`config.mk`:
```
export PLATFORM = sky130hd
export DESIGN_NAME = seg7_scan_reader
export DESIGN_NICKNAME = d
export VERILOG_FILES = /design/src/rtl/seg7_scan_reader.sv
export SDC_FILE = /design/constraint.sdc
export NUM_CORES = 1
export LEC_CHECK = 0
export CORE_UTILIZATION = 40
export CTS_BUF_LIST = sky130_fd_sc_hd__clkbuf_2 sky130_fd_sc_hd__clkbuf_4 sky130_fd_sc_hd__clkbuf_8
export CTS_CLUSTER_DIAMETER = 100
export DETAILED_ROUTE_END_ITERATION = 10
export PLACE_DENSITY = 0.62
export SLEW_MARGIN = 10
export SYNTH_ARGS = -nofsm -noshare
export SYNTH_HDL_FRONTEND = slang
export SYNTH_SLANG_ARGS = --single-unit
```
`constraint.sdc`:
```
create_clock -name clk -period 3.7 [get_ports clk]
set_input_delay 0.74 -clock clk [delete_from_list [all_inputs] [get_ports clk]]
set_output_delay 0.74 -clock clk [all_outputs]
set_load 0.02 [all_outputs]
```
`src/rtl/seg7_scan_reader.sv`:
```
// Read-back monitor for a scanned active-low 7-segment bus: debounces each scan slot and decodes it to hex.
// Optional per-digit refresh timeout is enabled by defining SEG7_SCAN_READER_TIMEOUT_EN.
module seg7_scan_reader #(
  parameter  int NDIG    = 8,
  parameter  int STABLE  = 4,
  parameter  int TIMEOUT = 1024,
  localparam int IDXW    = (NDIG > 1) ? $clog2(NDIG) : 1
) (
  input  logic              clk,
  input  logic              rst,
  input  logic [7:0]        seg_n,
  input  logic [NDIG-1:0]   an_n,
  output logic [4*NDIG-1:0] digits,
  output logic [NDIG-1:0]   dvalid,
  output logic [NDIG-1:0]   derr,
  output logic [NDIG-1:0]   dp,
  output logic              upd,
  output logic [IDXW-1:0]   upd_idx
);
  localparam int CNTW = $clog2(STABLE + 1);
  localparam int INW  = NDIG + 8;

  typedef enum logic [1:0] {S_IDLE, S_TRACK, S_HOLD} state_t;

  state_t            state_q;
  logic [INW-1:0]    samp_q;
  logic [CNTW-1:0]   cnt_q;
  logic [4*NDIG-1:0] digits_q;
  logic [NDIG-1:0]   dvalid_q;
  logic [NDIG-1:0]   derr_q;
  logic [NDIG-1:0]   dp_q;
  logic              upd_q;
  logic [IDXW-1:0]   upd_idx_q;

  logic [INW-1:0]    in_vec;
  logic              same;
  logic [NDIG-1:0]   sel_oh;
  logic              sel_ok;
  logic [IDXW-1:0]   sel_idx;
  logic              glyph_ok;
  logic [3:0]        glyph_val;
  logic              blank;
  logic              commit;
  logic [3:0]        cur_val;
  logic [3:0]        val_d;
  logic              err_d;
  logic              dp_d;
  logic              changed;
  logic              to_fire;
  logic [IDXW-1:0]   to_idx;

  if (STABLE < 2 || TIMEOUT < 2) begin : g_param_check
    $error("seg7_scan_reader: STABLE and TIMEOUT must both be at least 2");
  end

  assign in_vec = {an_n, seg_n};
  assign same   = (in_vec == samp_q);
  assign sel_oh = ~an_n;
  assign sel_ok = (sel_oh != '0) && ((sel_oh & (sel_oh - NDIG'(1))) == '0);

  always_comb begin
    sel_idx = '0;
    for (int i = 0; i < NDIG; i++) begin
      if (sel_oh[i]) sel_idx = IDXW'(i);
    end
  end

  // Match on a..g only; the decimal point is tracked separately.
  always_comb begin
    glyph_ok  = 1'b1;
    glyph_val = 4'h0;
    case ({~seg_n[7:1], 1'b0})
      8'b1111_1100: glyph_val = 4'h0;
      8'b0110_0000: glyph_val = 4'h1;
      8'b1101_1010: glyph_val = 4'h2;
      8'b1111_0010: glyph_val = 4'h3;
      8'b0110_0110: glyph_val = 4'h4;
      8'b1011_0110: glyph_val = 4'h5;
      8'b1011_1110: glyph_val = 4'h6;
      8'b1110_0000: glyph_val = 4'h7;
      8'b1111_1110: glyph_val = 4'h8;
      8'b1111_0110: glyph_val = 4'h9;
      8'b1110_1110: glyph_val = 4'hA;
      8'b0011_1110: glyph_val = 4'hB;
      8'b1001_1100: glyph_val = 4'hC;
      8'b0111_1010: glyph_val = 4'hD;
      8'b1001_1110: glyph_val = 4'hE;
      8'b1000_1110: glyph_val = 4'hF;
      default:      glyph_ok  = 1'b0;
    endcase
  end

  assign blank   = (seg_n[7:1] == 7'h7F);
  assign commit  = (state_q == S_TRACK) && (cnt_q == CNTW'(STABLE - 1)) && same;
  assign cur_val = digits_q[{sel_idx, 2'b00} +: 4];
  assign val_d   = glyph_ok ? glyph_val : cur_val;
  assign err_d   = !glyph_ok && !blank;
  assign dp_d    = ~seg_n[0];
  assign changed = (val_d != cur_val) || (glyph_ok != dvalid_q[sel_idx]) ||
                   (err_d != derr_q[sel_idx]) || (dp_d != dp_q[sel_idx]);

`ifdef SEG7_SCAN_READER_TIMEOUT_EN
  localparam int AGEW = $clog2(TIMEOUT);
  logic [NDIG-1:0] age_hit;

  genvar gi;
  generate
    for (gi = 0; gi < NDIG; gi++) begin : g_age
      logic [AGEW-1:0] age_q;
      logic            own_commit;
      assign own_commit = commit && (sel_idx == IDXW'(gi));
      always_ff @(posedge clk) begin
        if (rst) begin
          age_q <= '0;
        end else if (own_commit) begin
          age_q <= '0;
        end else if (age_q != AGEW'(TIMEOUT - 1)) begin
          age_q <= age_q + AGEW'(1);
        end
      end
      // Only an expiry that actually clears something is worth reporting.
      assign age_hit[gi] = (age_q == AGEW'(TIMEOUT - 1)) && (dvalid_q[gi] || dp_q[gi]) && !own_commit;
    end
  endgenerate

  always_comb begin
    to_idx = '0;
    for (int i = NDIG - 1; i >= 0; i--) begin
      if (age_hit[i]) to_idx = IDXW'(i);
    end
  end
  assign to_fire = (age_hit != '0) && !(commit && changed);
`else
  assign to_fire = 1'b0;
  assign to_idx  = '0;
`endif

  always_ff @(posedge clk) begin
    if (rst) begin
      state_q   <= S_IDLE;
      samp_q    <= '1;
      cnt_q     <= '0;
      digits_q  <= '0;
      dvalid_q  <= '0;
      derr_q    <= '0;
      dp_q      <= '0;
      upd_q     <= 1'b0;
      upd_idx_q <= '0;
    end else begin
      samp_q <= in_vec;
      if (!same || !sel_ok) begin
        cnt_q <= '0;
      end else if (cnt_q != CNTW'(STABLE)) begin
        cnt_q <= cnt_q + CNTW'(1);
      end

      case (state_q)
        S_IDLE:  if (sel_ok) state_q <= S_TRACK;
        S_TRACK: begin
          if (!sel_ok)     state_q <= S_IDLE;
          else if (commit) state_q <= S_HOLD;
        end
        S_HOLD:  if (!same) state_q <= sel_ok ? S_TRACK : S_IDLE;
        default: state_q <= S_IDLE;
      endcase

      upd_q <= 1'b0;
      if (commit) begin
        digits_q[{sel_idx, 2'b00} +: 4] <= val_d;
        dvalid_q[sel_idx]               <= glyph_ok;
        derr_q[sel_idx]                 <= err_d;
        dp_q[sel_idx]                   <= dp_d;
        if (changed) begin
          upd_q     <= 1'b1;
          upd_idx_q <= sel_idx;
        end
      end
      if (to_fire) begin
        dvalid_q[to_idx] <= 1'b0;
        dp_q[to_idx]     <= 1'b0;
        upd_q            <= 1'b1;
        upd_idx_q        <= to_idx;
      end
    end
  end

  assign digits  = digits_q;
  assign dvalid  = dvalid_q;
  assign derr    = derr_q;
  assign dp      = dp_q;
  assign upd     = upd_q;
  assign upd_idx = upd_idx_q;
endmodule

```
* Word level (Yosys, flattened, before mapping)
Index checks and enable logic that the tools add are counted.
** Storage, ports and cells
- Flip-flop bits (word level) :: 81
- Input bits :: 18
- Output and inout port bits :: 60
** Cells by class
- Add/subtract/negate cells :: 3
- $lt $le $gt $ge :: 2
- Equality and inequality tests :: 29
- Shifts and indexed selects :: 3
- Muxes and demuxes :: 29
- Bitwise gates (word level) :: 5
- Reduce and logical (&&, ||, !) cells :: 21
** Operators with widths (count)
- $eq A7 B7 Y1 const B :: 13
- $pmux W4 S15 :: 1
- $bwmux W32 :: 1
- $shift A4 B7 Y32 const A :: 1
- $shiftx A32 B6 Y4 :: 1
- $shiftx A4 B7 Y32 :: 1
- $bwmux W8 :: 3
- $eq A7 B6 Y1 const B :: 3
- $eq A16 B16 Y1 :: 1
- $reduce_or A16 Y1 :: 1
- $mux W2 :: 6
- $mux W3 :: 4
- $bmux W1 S3 :: 3
- $and A8 B8 Y8 :: 1
- $logic_not A8 Y1 :: 1
- $mux W1 :: 8
- $not A8 Y8 :: 1
- $reduce_bool A8 Y1 :: 1
- $sub A8 B1 Y8 const B :: 1
- $eq A7 B5 Y1 const B :: 1
- $neg A5 Y7 :: 1
- $not A7 Y7 :: 1
- $ne A3 B3 Y1 const B :: 2
- $pmux W2 S3 :: 1
- 19 further kinds :: 34

* Longest topological paths before layout
- Depth in word-level cells :: 15
- Depth in mapped cells :: 11
- Depth with buffers taken out :: 9

* Worst setup path after synthesis
No wires, ideal clock.
- Path type :: input to register
- From :: input port an_n[6]
- To :: register digits_q[0], in the netlist digits[0]
- Library setup time :: 128 ps
- Arrival time :: 2879 ps
- Path slack :: 693 ps
- Stages on the path :: 10
- Cell sequence :: clkbuf_2 > clkbuf_1 > nand2_1 > a31oi_1 > ha_1 > ha_1 > or2_1 > nor4b_4 > mux2i_1 > nor2_1
** Between the ends
- Cells in the longest elaborated chain, start to end :: 7
** Ends and longest elaborated chain
- start, declared :: RTL line 12 : input logic [NDIG-1:0] an_n,
- $not A8 Y8 :: RTL line 58 : assign sel_oh = ~an_n;
- $mux W3 (2 in series) :: RTL line 64 : if (sel_oh[i]) sel_idx = IDXW'(i);
- $shiftx A32 B6 Y4 :: RTL line 95 : assign cur_val = digits_q[{sel_idx, 2'b00} +: 4];
- $mux W4 :: RTL line 96 : assign val_d = glyph_ok ? glyph_val : cur_val;
- $shiftx A4 B7 Y32 :: RTL line 169 : digits_q[{sel_idx, 2'b00} +: 4] <= val_d;
- $bwmux W32 :: RTL line 169
- end signal, assigned by index :: RTL line 169
- end, declared :: RTL line 28 : logic [4*NDIG-1:0] digits_q;
Parallel ways exist; a longest one is shown, timed or not.
A chain may end at the register's enable or synchronous reset.

* Worst setup path in the final report
- From :: input port an_n[4]
- To :: register upd_idx_q[1], in the netlist upd_idx[1]
** Between the ends
- Cells in the longest elaborated chain, start to end :: 12
** Ends and longest elaborated chain
- $not A8 Y8 :: RTL line 58
- $mux W3 (4 in series) :: RTL line 64
- $shiftx A32 B6 Y4 or $bmux W1 S3 (tied branches) :: RTL line 95, 99
- $mux W4 or $mux W1 (tied branches) :: RTL line 96, 99
- $ne A4 B4 Y1 or $ne A1 B1 Y1 (tied branches) :: RTL line 99 : assign changed = (val_d != cur_val) || (glyph_ok != dvalid_q[sel_idx]) ||
- $logic_or A1 B1 Y1 (2 in series) :: RTL line 99
- $logic_or A1 B1 Y1 :: RTL line 100 : (err_d != derr_q[sel_idx]) || (dp_d != dp_q[sel_idx]);
- $reduce_and A2 Y1 (no source line)
- end signal, assigned :: RTL line 175 : upd_idx_q <= sel_idx;
- end signal, assigned :: RTL line 182 : upd_idx_q <= to_idx;
- end, declared :: RTL line 33 : logic [IDXW-1:0] upd_idx_q;
Parallel ways exist; a longest one is shown, timed or not. The select of a mux whose other input is x is not followed.

==> impl_metrics.json <==
{
  "outcome": "finished clean",
  "p_leak_nw": 2.13,
  "setup_viol": 0,
  "hpwl_um": 10700,
  "grt_first_pass_wirelength_um": 21900,
  "core_region_area_sq_um": 10800,
  "numCtsBuffers": 9,
  "fin_crit_sh": 0.909,
  "num_antenna_cells": 0,
  "initial_core_util": 0.411,
  "synth_fp_nets": 545,
  "layout-drive-gt1-share": 0.176,
  "area_growth_pct": 32.2,
  "die_height_um": 107,
  "rows": 38,
  "required_ns": 3.96,
  "crit_fanout": 9,
  "vias_per_cell": 5.43,
  "grt_max_degree": 43,
  "arrival_ns": 3.63,
  "io_buffers": 77,
  "drtIter0Drc": 214,
  "ant_nets": 0,
  "ys_seq_elements": 81,
  "total_power_mw": 1.82,
  "antenna_found_initial": 0,
  "cap_violations": 0,
  "synthTopCellsByArea": "dfxtp_1, mux2i_1, nor2_1",
  "regArea_sq_um": 1620,
  "slew_headroom": 0.511,
  "synth_top_area_cell": "dfxtp_1",
  "cts_sinks": 81,
  "hold_buffers": 0,
  "rsz0062_at_grt": "false",
  "avgSynthCellArea_sq_um": 8.56,
  "post_cts_resized": 0,
  "syn_inst": 520,
  "final_nets": 655,
  "n_fill_cell": 1045,
  "max_freq_mhz": 297,
  "synth_area_sq_um": 4450,
  "tns_ns": 0,
  "cts.path.max_buffers": 2,
  "path_clk_slew_ns": 0.08,
  "die_x_um": 107,
  "drc": 0,
  "critical_path_class": "primary input to flop",
  "synthArstFlopShare": 0,
  "yosysMostFrequentCell": "nor2_1",
  "synth_warnings": 0,
  "final_hold_viol_count": 0,
  "cts-root-buf": "clkbuf_8",
  "dr.pass1.iters": 6,
  "p_per_area_nw_per_um2": 310,
  "synth_cell_types": 71,
  "postCtsSetupBuffers": 0,
  "clk_latency_ns": 0.38,
  "holdCritPathClass": "flop to flop",
  "grt_pass1_vias": 4144,
  "tightest_slew_ns": 0.733,
  "finalWirelength_um": 13900,
  "yosys.area.top_type_share": 0.364,
  "vias": 4208,
  "track_usage": 0.252,
  "clock_skew_ns": 0.0140,
  "overflow": 0,
  "cp-start-kind": "primary input",
  "end_kind": "flop",
  "ys_seq_area_frac": 0.364,
  "wire_per_inst_um": 17.9,
  "synth_edf_count": 0,
  "cts_tree": "built",
  "layout_min_cycle_time_ns": 3.36,
  "gp_congestion": 0.904,
  "multi_input_area_sq_um": 2630,
  "dieArea_sq_um": 11600,
  "cts_max_level": 3,
  "netlist_top_cells_count": "nor2_1, dfxtp_1, mux2i_1",
  "slew_violations": 0,
  "synth_top_flop_cell": "dfxtp_1",
  "top_level_ports": 78,
  "peakVddDrop_mv": 0.289
}
[critical path: stages]
cell,delay [ns]
clkdlybuf4s50_1,0.52
and3b_1,0.28
buf_4,0.18
o311ai_0,0.42
buf_4,0.19
o211ai_1,0.08
o211ai_1,0.20
o22ai_1,0.13
o31ai_1,0.31
a41oi_2,0.22
mux2_1,0.36
[where the power goes]
part / internal [mW] / switching (mW) / leakage (nW) / total (mW)
Clock: 0.326 / 0.328 / 0.100 / 0.654
Sequential: 0.880 / 0.00438 / 0.657 / 0.885
Combinational: 0.121 / 0.161 / 1.38 / 0.282
[metal layers]
metal / GRT usage / wire length (um)
met4: 0.120 / 408
met1: 0.321 / 6340
met5: 0 / 0
met3: 0.0502 / 654
met2: 0.408 / 6450
[metrics by stage]
step	hold slack, ns	setup slack, ns	instance area [sq um]	utilization	std cells
5_1_grt	0.533	0.204	5880	0.543	775
6_report	0.490	0.336	5880	0.543	775
3_5_place_dp	0.481	0.0182	5690	0.525	759
3_3_place_gp	0.471	0.0544	5690	0.525	759
2_1_floorplan	0.457	0.693	4450	-	520
4_1_cts	0.493	0.429	5880	0.543	775
[layout make-up]
cell class	instances	share of cell area
Multi-Input combinational cell	395	0.446
Tap cell	140	0.0298
Inverter	9	0.00574
Sequential cell	81	0.276
Clock buffer	11	0.0236
Timing Repair Buffer	134	0.209
Clock inverter	5	0.00957
[flip-flops by register name, indices dropped and copies added, names as in the netlist]
signal	cells
derr	8
cnt_q	3
dvalid	8
digits	32
upd	1
dp	8
upd_idx	3
state_q	2
samp_q	16
[final timing paths]
kind / startpoint / to / slack (ns) / depth (start not counted)
worst max-delay path: an_n[4] / upd_idx[1] / 0.34 / 11
worst min-delay path: cnt_q[1] / cnt_q[1] / 0.49 / 2
worst max register to register: digits[24] / upd_idx[1] / 1.31 / 8
worst min register to register: cnt_q[1] / cnt_q[1] / 0.49 / 2
[logic make-up (layout without fill, tap and decap cells)]
logic type	count (synthesis)	count (layout)	synth area share
simple gates	222	222	0.268
compound gates	109	109	0.177
flops	81	81	0.364
buf+inv	44	159	0.0458
mux	37	37	0.0852
xor+xnor	20	20	0.0393
fa+ha+maj	7	7	0.0197
[layout by cell type (no fill, tap or decap), types with 18 or more instances in the layout]
master,instances
nor2_1,83
dfxtp_1,81
clkdlybuf4s50_1,76
buf_4,54
mux2i_1,33
nand2_1,30
a21oi_1,24
or2_2,21
xnor2_1,19
a211oi_1,19
nor2b_1,18
o21ai_0,18
Note: power is estimated with default switching activity, not from simulation.
